File: config.mk
export PLATFORM = sky130hd
export DESIGN_NAME = rotl_pipe
export DESIGN_NICKNAME = d
export VERILOG_FILES = /design/src/rtl/rot_pkg.sv /design/src/rtl/rotl_stage.sv /design/src/rtl/rotl_pipe.sv
export SDC_FILE = /design/constraint.sdc
export NUM_CORES = 1
export LEC_CHECK = 0
export ABC_AREA = 1
export ABC_CLOCK_PERIOD_IN_PS = 2300
export CAP_MARGIN = 20
export CELL_PAD_IN_SITES_DETAIL_PLACEMENT = 1
export CELL_PAD_IN_SITES_GLOBAL_PLACEMENT = 2
export CORE_ASPECT_RATIO = 1.2
export CORE_UTILIZATION = 25
export CTS_CLUSTER_SIZE = 12
export DETAILED_ROUTE_END_ITERATION = 10
export PLACE_DENSITY_LB_ADDON = 0.1
export SETUP_SLACK_MARGIN = 0.1
export SLEW_MARGIN = 20
export SYNTH_ARGS = -nofsm -noshare
export SYNTH_HDL_FRONTEND = slang
export SYNTH_SLANG_ARGS = --single-unit
File: constraint.sdc
create_clock -name clk -period 2.3 [get_ports clk]
set_input_delay 0.575 -clock clk [delete_from_list [all_inputs] [get_ports clk]]
set_output_delay 0.575 -clock clk [all_outputs]
set_load 0.1 [all_outputs]
File: src/rtl/rot_pkg.sv
// Shared constants and types for the pipelined rotate units.
// Used by rotl_pipe and its rotl_stage sub-module.
package rot_pkg;

    localparam int ROT_WIDTH = 32;
    localparam int ROT_AMT_W = 5;

    typedef logic [ROT_WIDTH-1:0] rot_data_t;
    typedef logic [ROT_AMT_W-1:0] rot_amt_t;

    typedef enum logic {
        ROT_LEFT  = 1'b0,
        ROT_RIGHT = 1'b1
    } rot_dir_e;

endpackage

File: src/rtl/rotl_stage.sv
// One log-stage of the rotate pipeline: rotates by SHIFT when its
// amount bit is set and holds valid/data/amount with a skid-free ready.
import rot_pkg::*;

module rotl_stage #(
    parameter int WIDTH = ROT_WIDTH,
    parameter int AMT_W = ROT_AMT_W,
    parameter int SHIFT = 1
) (
    input  logic             clk,
    input  logic             rst,
    input  logic             i_valid,
    input  logic [WIDTH-1:0] i_data,
    input  logic [AMT_W-1:0] i_amt,
    input  logic             i_nxt_ready,
    output logic             o_ready,
    output logic             o_valid,
    output logic [WIDTH-1:0] o_data,
    output logic [AMT_W-1:0] o_amt
);

    localparam int BIT = $clog2(SHIFT);

    logic             r_valid;
    logic [WIDTH-1:0] r_data;
    logic [AMT_W-1:0] r_amt;
    logic [WIDTH-1:0] w_rot;

    assign w_rot = i_amt[BIT]
        ? {i_data[WIDTH-1-SHIFT:0], i_data[WIDTH-1:WIDTH-SHIFT]}
        : i_data;

    // An empty stage always accepts, so bubbles collapse.
    assign o_ready = !r_valid || i_nxt_ready;

    always_ff @(posedge clk) begin
        if (rst) begin
            r_valid <= 1'b0;
            r_data  <= '0;
            r_amt   <= '0;
        end else if (o_ready) begin
            r_valid <= i_valid;
            if (i_valid) begin
                r_data <= w_rot;
                r_amt  <= i_amt;
            end
        end
    end

    assign o_valid = r_valid;
    assign o_data  = r_data;
    assign o_amt   = r_amt;

endmodule

File: src/rtl/rotl_pipe.sv
// Pipelined WIDTH-bit rotate-left, one stage per amount bit, valid/ready.
// Define ROTL_PIPE_DIR_EN to add rot_dir (1 = rotate right).
import rot_pkg::*;

module rotl_pipe #(
    parameter int WIDTH = ROT_WIDTH,
    parameter int AMT_W = $clog2(WIDTH)
) (
    input  logic             clk,
    input  logic             rst,
    input  logic             in_valid,
    output logic             in_ready,
    input  logic [WIDTH-1:0] input_data,
    input  logic [AMT_W-1:0] rot_amount,
`ifdef ROTL_PIPE_DIR_EN
    input  logic             rot_dir,
`endif
    output logic             out_valid,
    input  logic             out_ready,
    output logic [WIDTH-1:0] output_data
);

    logic [AMT_W:0]   w_valid;
    logic [AMT_W:0]   w_ready;
    logic [WIDTH-1:0] w_data [0:AMT_W];
    logic [AMT_W-1:0] w_amt  [0:AMT_W];
    logic             w_unused_amt;

    if (WIDTH < 2 || (WIDTH & (WIDTH - 1)) != 0) begin : g_bad_width
        $error("rotl_pipe: WIDTH must be a power of two >= 2");
    end

`ifdef ROTL_PIPE_DIR_EN
    // Right rotate by n equals left rotate by (WIDTH - n) mod WIDTH.
    always_comb begin
        w_amt[0] = rot_amount;
        if (rot_dir_e'(rot_dir) == ROT_RIGHT) begin
            w_amt[0] = -rot_amount;
        end
    end
`else
    assign w_amt[0] = rot_amount;
`endif

    assign w_valid[0]     = in_valid;
    assign w_data[0]      = input_data;
    assign w_ready[AMT_W] = out_ready;

    for (genvar k = 0; k < AMT_W; k++) begin : g_stage
        rotl_stage #(
            .WIDTH (WIDTH),
            .AMT_W (AMT_W),
            .SHIFT (1 << k)
        ) u_stage (
            .clk         (clk),
            .rst         (rst),
            .i_valid     (w_valid[k]),
            .i_data      (w_data[k]),
            .i_amt       (w_amt[k]),
            .i_nxt_ready (w_ready[k+1]),
            .o_ready     (w_ready[k]),
            .o_valid     (w_valid[k+1]),
            .o_data      (w_data[k+1]),
            .o_amt       (w_amt[k+1])
        );
    end

    assign in_ready     = w_ready[0];
    assign out_valid    = w_valid[AMT_W];
    assign output_data  = w_data[AMT_W];
    assign w_unused_amt = ^w_amt[AMT_W];

endmodule
==> out/summary.txt, run 1 <==
Die Area -> 34,150 um2
Routed WL -> 22.56 mm
Leak -> 3.978 nW
sw frac -> 0.2509
CTS tree -> built
clk sinks -> 175
Final Cell Area -> 10,140 um2
final worst path period share -> 0.9321
YS warnings -> 0
CTS root buffer -> clkbuf_16
fmax -> 0.4665 GHz
final hold slack -> 465.3 ps
RSZ-0062 raised after global routing -> false
num ports -> 75
clk_skew -> 10.77 ps
# rows -> 72
most frequent cells in the layout -> nand2_1, dfxtp_1, a21oi_1
cells after synthesis -> 1,269
Layout fillers -> 4,080
Startpoint Class -> input pin
PwrDens -> 726.6 nW/um2
die height -> 202.2 um
Avg Vias per Cell -> 4.383
final RePlAce weighted congestion -> 0.6951
peak supply drop -> 502.3 uV
fin crit period -> 2144 ps
max capacitance violation total -> 0
CP Class -> input pin to output pin
Die Width -> 168.9 um
vias in the first global route -> 7,578
Overflow after GRT -> 0
# setup viols final -> 0
worst hold path type -> flip-flop to flip-flop
CP required -> 1730 ps
# port buffers -> 74
crit-path cells -> clkdlybuf4s50_1 > inv_2 > nand3_4 > nor2_4 > nand3_4 > buf_12
CP Max Fanout -> 4
dpl cell area -> 9448 um2
setup_tns -> 0 ps
Synth cell types -> 19
Starting Density -> 0.2568
final-report max-slew violation count -> 0
CP Buf/Inv Count -> 3
Switching Power -> 1.849 mW
Pint -> 5.521 mW
post-CTS setup buffers -> 0
Critical Path End Type -> output pin
final hold viol count -> 0
Num CTS Buffers -> 17
clk slew on worst S/H paths -> 70 ps
Mapped Area -> 8353 um2
Top delay family on crit path -> buffers and inverters
Iteration-0 DRC Markers -> 282
via count -> 7,626
post-synth net total -> 1,310
initial antenna violation count -> 0
first-pass GRT wire length -> 38.53 mm
flops & latches, synth -> 175
arrival time at the worst endpoint -> 1570 ps
Sequential Power Share -> 0.444
synthesized area per cell -> 6.582 um2
Routed Antenna Nets -> 0
diodes inserted -> 0
clock tree buffer depth -> 2
CP peak stage delay -> 420 ps
# DRC -> 0
WL/cell -> 12.97 um
core area -> 32,520 um2
status -> finished, final reports clean
area grow syn2layout -> 21.44%
layout cells sized above 1 -> 0.07948
Final nets -> 1,324
H-tree Lvls -> 4
commonest non-fill, non-tap cell in the layout -> nand2_1
worst skew pair latency -> 430 ps
CP dominant cell by count -> nand3_4
Least-Margin Pin Slew -> 894.4 ps
Post-DP HPWL -> 16.79 mm
clock network power share -> 0.458
Slew HR -> 0.4031
Logic pwr share -> 0.098
sequential cell area fraction in the yosys report -> 0.4194
CP max stage cell -> clkdlybuf4s50_1
GRT Total Usage -> 0.1386
pin count of the biggest net entering global routing -> 69
DRT Pass-1 Iters -> 4
registers in the layout, summed over array words and instances (netlist names):
name                     count
g_stage.u_stage.o_valid      5
g_stage.u_stage.o_data     160
g_stage.u_stage.o_amt       10
metal layers:
metal  vias to the layer above  wire, um  part of all wire  global-route usage
met2                        80     11320              0.50              0.2518
met3                        10       416             0.018             0.02311
li1                       4098         -                 -                   -
met1                      3438     10630              0.47              0.1666
met4                         0       199            0.0088             0.03701
met5                         -         0                 0                   0
final timing paths:
| path | start | endpoint | slack (ps) | depth (start not counted) |
|---|---|---|---|---|
| setup / recovery | out_ready | in_ready | 160 | 6 |
| setup reg to reg | g_stage[0].u_stage.o_amt[1]$_SDFFE_PP0P_ | g_stage[1].u_stage.o_data[20]$_SDFFE_PP0P_ | 450 | 6 |
| hold reg to reg | g_stage[4].u_stage.o_data[22]$_SDFFE_PP0P_ | g_stage[4].u_stage.o_data[22]$_SDFFE_PP0P_ | 470 | 2 |
| hold / removal | g_stage[4].u_stage.o_data[22]$_SDFFE_PP0P_ | g_stage[4].u_stage.o_data[22]$_SDFFE_PP0P_ | 470 | 2 |
worst min-delay path, cell delays in order (launching register included):
cell	delay (ps)
dfxtp_1	310
nand2_1	60
a21oi_1	50
power groups by stage:
stage | Combinational, mW | Clock [mW] | Sequential, mW
6_report | 0.719 | 3.38 | 3.27
3_5_place_dp | 0.741 | 0 | 3.35
2_1_floorplan | 0.505 | 0 | 3.32
4_1_cts | 0.741 | 3.49 | 3.28
5_1_grt | 0.845 | 3.62 | 3.29
3_3_place_gp | 0.731 | 0 | 3.35
per-stage QoR:
step | setup WS, ps | std cells | utilization | power (mW)
after floorplan | 144.5 | 1269 | - | 3.820
after global placement | 94.06 | 1708 | 0.2905 | 4.076
after detailed placement | 63.73 | 1708 | 0.2905 | 4.087
after CTS | 109.4 | 1740 | 0.3117 | 7.513
after global routing | 97.23 | 1740 | 0.3119 | 7.759
final | 156.3 | 1740 | 0.3119 | 7.370
synthesized netlist by cell type:
master | count | area share
a21boi_0 | 64 | 0.058
a21oi_1 | 141 | 0.084
buf_1 | 15 | 0.0067
buf_2 | 24 | 0.014
buf_6 | 3 | 0.0040
clkbuf_1 | 61 | 0.027
clkbuf_2 | 1 | 0.00060
clkinv_1 | 1 | 0.00045
dfxtp_1 | 175 | 0.42
inv_1 | 75 | 0.034
inv_2 | 2 | 0.00090
nand2_1 | 363 | 0.16
nand2_2 | 2 | 0.0015
nand3_1 | 72 | 0.043
nand3_2 | 1 | 0.0012
nor2_1 | 137 | 0.062
nor2_4 | 1 | 0.0013
o21ai_0 | 120 | 0.072
o21ai_1 | 11 | 0.0066
area by class of cell:
type	count	area (um2)	area share
Clock buffer	17	425.4	0.04194
Timing Repair Buffer	99	975.9	0.09621
Inverter	78	292.8	0.02886
Sequential cell	175	3506	0.3456
Tap cell	444	555.5	0.05477
Clock inverter	15	255.2	0.02516
Multi-Input combinational cell	912	4133	0.4074
cell families (layout without fill, tap and decap cells):
family | Yosys count | after routing | share of synthesized area
AND/OR/NAND/NOR | 576 | 576 | 0.2719
flip-flops | 175 | 175 | 0.4194
buffers and inverters | 182 | 209 | 0.08823
AO/OA/AOI/OAI | 336 | 336 | 0.2205
timing repair:
item | 4_1_cts | 5_1_grt
endpoints found under the setup margin | 1 | 1
hold buffers | 0 | 0
hold endpoints to repair | 0 | 0
resized for setup | 1 | 2
Note: power is estimated with default switching activity, not from simulation.
==> run 2, diff against run 1 <==
Settings changed: GPL_TIMING_DRIVEN set to 0, SYNTH_HIERARCHICAL set to 1.
==> out/summary.txt, run 2 <==
status -> finished, final reports clean (unchanged)
crit path from -> g_stage[4].u_stage/o_valid$_SDFFE_PP0P_ (was out_ready)
CP required -> 1730 ps (about the same)
# setup viols final -> 0 (unchanged)
diodes inserted -> 0 (unchanged)
PwrDens -> 662.0 nW/um2 (was 726.6 nW/um2)
final RePlAce weighted congestion -> 0.9102 (was 0.6951)
reg2reg end -> g_stage[3].u_stage/o_data[18]$_SDFFE_PP0P_ (was g_stage[1].u_stage.o_data[20]$_SDFFE_PP0P_)
CP Buf/Inv Count -> 5 (was 3)
Most Crowded Layer GR -> met2 (unchanged)
via count -> 8,693 (was 7,626)
final hold slack -> 470.3 ps (was 465.3 ps)
Die Width -> 177.2 um (was 168.9 um)
Placement Setup Slack -> -1248 ps (was 63.73 ps)
num ports -> 75 (unchanged)
Sequential Power Share -> 0.445 (was 0.444)
worst r2r path cells -> 16 (was 6)
fin crit period -> 2035 ps (was 2144 ps)
CTS tree -> built (unchanged)
Mapped Area -> 9211 um2 (was 8353 um2)
# DRC -> 0 (unchanged)
fin cells -> 2,209 (was 1,740)
Routed Antenna Nets -> 0 (unchanged)
FF-to-FF Start -> g_stage[4].u_stage/o_valid$_SDFFE_PP0P_ (was g_stage[0].u_stage.o_amt[1]$_SDFFE_PP0P_)
met1 usage -> 0.1572 (was 0.1666)
layout cells sized above 1 -> 0.09650 (was 0.07948)
WL/cell -> 12.75 um (was 12.97 um)
Final nets -> 1,769 (was 1,324)
Startpoint Class -> flip-flop (was input pin)
most frequent cells in the layout -> nand2_1, nor2_1, inv_1 (was nand2_1, dfxtp_1, a21oi_1)
arrival time at the worst endpoint -> 1460 ps (was 1570 ps)
final-report max-slew violation count -> 0 (unchanged)
Pint -> 5.390 mW (was 5.521 mW)
vias in the first global route -> 9,002 (was 7,578)
sw frac -> 0.2769 (was 0.2509)
worst setup margin -> 265.2 ps (was 156.3 ps)
reg2reg setup slack -> 290 ps (was 450 ps)
initial antenna violation count -> 0 (unchanged)
area grow syn2layout -> 22.24% (was 21.44%)
Layout fillers -> 4,809 (was 4,080)
cells after synthesis -> 1,624 (was 1,269)
Starting Density -> 0.2549 (was 0.2568)
GR Util met3 -> 0.01985 (was 0.02311)
CP Class -> flip-flop to output pin (was input pin to output pin)
Routed WL -> 28.16 mm (was 22.56 mm)
Avg Vias per Cell -> 3.935 (was 4.383)
worst hold path type -> flip-flop to flip-flop (unchanged)
Num CTS Buffers -> 17 (unchanged)
clk sinks -> 175 (unchanged)
Logic pwr share -> 0.134 (was 0.098)
Die Area -> 37,620 um2 (was 34,150 um2)
peak supply drop -> 583.2 uV (was 502.3 uV)
RSZ-0062 raised after global routing -> false (unchanged)
CP dominant cell by count -> inv_2 (was nand3_4)
Post-DP HPWL -> 22.66 mm (was 16.79 mm)
Iteration-0 DRC Markers -> 261 (was 282)
Slew HR -> 0.6196 (was 0.4031)
YS warnings -> 6 (was 0)
worst skew pair latency -> 450 ps (was 430 ps)
hold path start -> g_stage[0].u_stage/o_amt[1]$_SDFFE_PP0P_ (was g_stage[4].u_stage.o_data[22]$_SDFFE_PP0P_)
final core utilization -> 0.3116 (was 0.3119)
crit-path cells -> nand2_2 > inv_2 > nand2_2 > inv_2 > nand2_4 > inv_2 > nand2_2 > inv_2 > nand2_4 > buf_12 (was clkdlybuf4s50_1 > inv_2 > nand3_4 > nor2_4 > nand3_4 > buf_12)
max FFs per register -> 160 (unchanged)
CP peak stage delay -> 350 ps (was 420 ps)
core area -> 36,130 um2 (was 32,520 um2)
Critical Path End Type -> output pin (unchanged)
GRT Total Usage -> 0.1599 (was 0.1386)
met2 Use GR -> 0.3256 (was 0.2518)
die height -> 212.3 um (was 202.2 um)
Top delay family on crit path -> buffers and inverters (unchanged)
hold-critical path depth -> 2 (unchanged)
dpl cells -> 2,165 (was 1,708)
clock tree buffer depth -> 2 (unchanged)
dpl cell area -> 10,540 um2 (was 9448 um2)
fmax -> 0.4915 GHz (was 0.4665 GHz)
CP max stage cell -> dfxtp_4 (was clkdlybuf4s50_1)
clk slew on worst S/H paths -> 70 ps (about the same)
hold-fix buffers at CTS -> 0 (unchanged)
synthesized area per cell -> 5.672 um2 (was 6.582 um2)
Switching Power -> 2.064 mW (was 1.849 mW)
max capacitance violation total -> 0 (unchanged)
Leak -> 6.272 nW (was 3.978 nW)
CTS root buffer -> clkbuf_16 (unchanged)
final hold viol count -> 0 (unchanged)
Overflow after GRT -> 0 (unchanged)
# rows -> 76 (was 72)
DRT Pass-1 Iters -> 4 (unchanged)
clock network power share -> 0.421 (was 0.458)
Least-Margin Pin Slew -> 568.8 ps (was 894.4 ps)
post-synth net total -> 1,665 (was 1,310)
CP Max Fanout -> 2 (was 4)
Hold Path Sink -> g_stage[0].u_stage/o_amt[1]$_SDFFE_PP0P_ (was g_stage[4].u_stage.o_data[22]$_SDFFE_PP0P_)
final worst path period share -> 0.8847 (was 0.9321)
first-pass GRT wire length -> 46.20 mm (was 38.53 mm)
clk_skew -> 10.00 ps (was 10.77 ps)
# port buffers -> 73 (was 74)
commonest non-fill, non-tap cell in the layout -> nand2_1 (unchanged)
Final Cell Area -> 11,260 um2 (was 10,140 um2)
pin count of the biggest net entering global routing -> 17 (was 69)
H-tree Lvls -> 4 (unchanged)
-- run 2: worst max-delay path by stage --
| stage | cells after the start | slack (ps) | to |
|---|---|---|---|
| floorplan | 15 | 240 | g_stage[0].u_stage/o_data[0]$_SDFFE_PP0P_ |
| finish | 10 | 270 | in_ready |
| global route | 17 | 130 | g_stage[3].u_stage/o_data[14]$_SDFFE_PP0P_ |
| global placement | 12 | -1240 | in_ready |
| detailed placement | 12 | -1250 | in_ready |
| CTS | 1 | 100 | output_data[4] |
-- run 2: metal layers --
metal  up-vias  wire [um]
met4         0        860
met3        32        449
met1      3694      11250
met5         -          0
met2        95      15600
li1       4872          -
-- run 2: final cells by class --
type	count	area [um2]	share of cell area
Multi-Input combinational cell	1175	4464	0.3965
Clock buffer	22	494.2	0.04389
Inverter	189	709.4	0.06301
Tap cell	468	585.6	0.05201
Buffer	85	544.3	0.04834
Timing Repair Buffer	85	822.0	0.07301
Sequential cell	175	3507	0.3115
Clock inverter	10	132.6	0.01178
-- run 2: timing repair --
| action | 4_1_cts | 5_1_grt |
|---|---|---|
| setup endpoints to repair | 34 | 12 |
| pin swaps | 1 | 1 |
| setup buffers | 11 | 1 |
| resized for setup | 105 | 10 |
-- run 2: worst min-delay path: cells and delay by family, from the launching register on --
| family | cells | cell delay, ps |
|---|---|---|
| flip-flops | 1 | 330 |
| AND/OR/NAND/NOR | 2 | 120 |
-- run 2: power by group through the flow --
stage                     clock [mW]  combinational, mW  sequential, mW
final                           3.14              0.998            3.32
after global placement             0               1.02            3.39
after global routing            3.37               1.16            3.34
after floorplan                    0              0.643            3.42
after detailed placement           0               1.03            3.39
after CTS                       3.27               1.03            3.32
-- run 2: metrics by stage --
| step | total power, mW | TNS (ps) |
|---|---|---|
| 6_report | 7.454 | 0 |
| 5_1_grt | 7.865 | 0 |
| 4_1_cts | 7.617 | 0 |
| 3_5_place_dp | 4.419 | -15600 |
| 3_3_place_gp | 4.405 | -14350 |
| 2_1_floorplan | 4.067 | 0 |
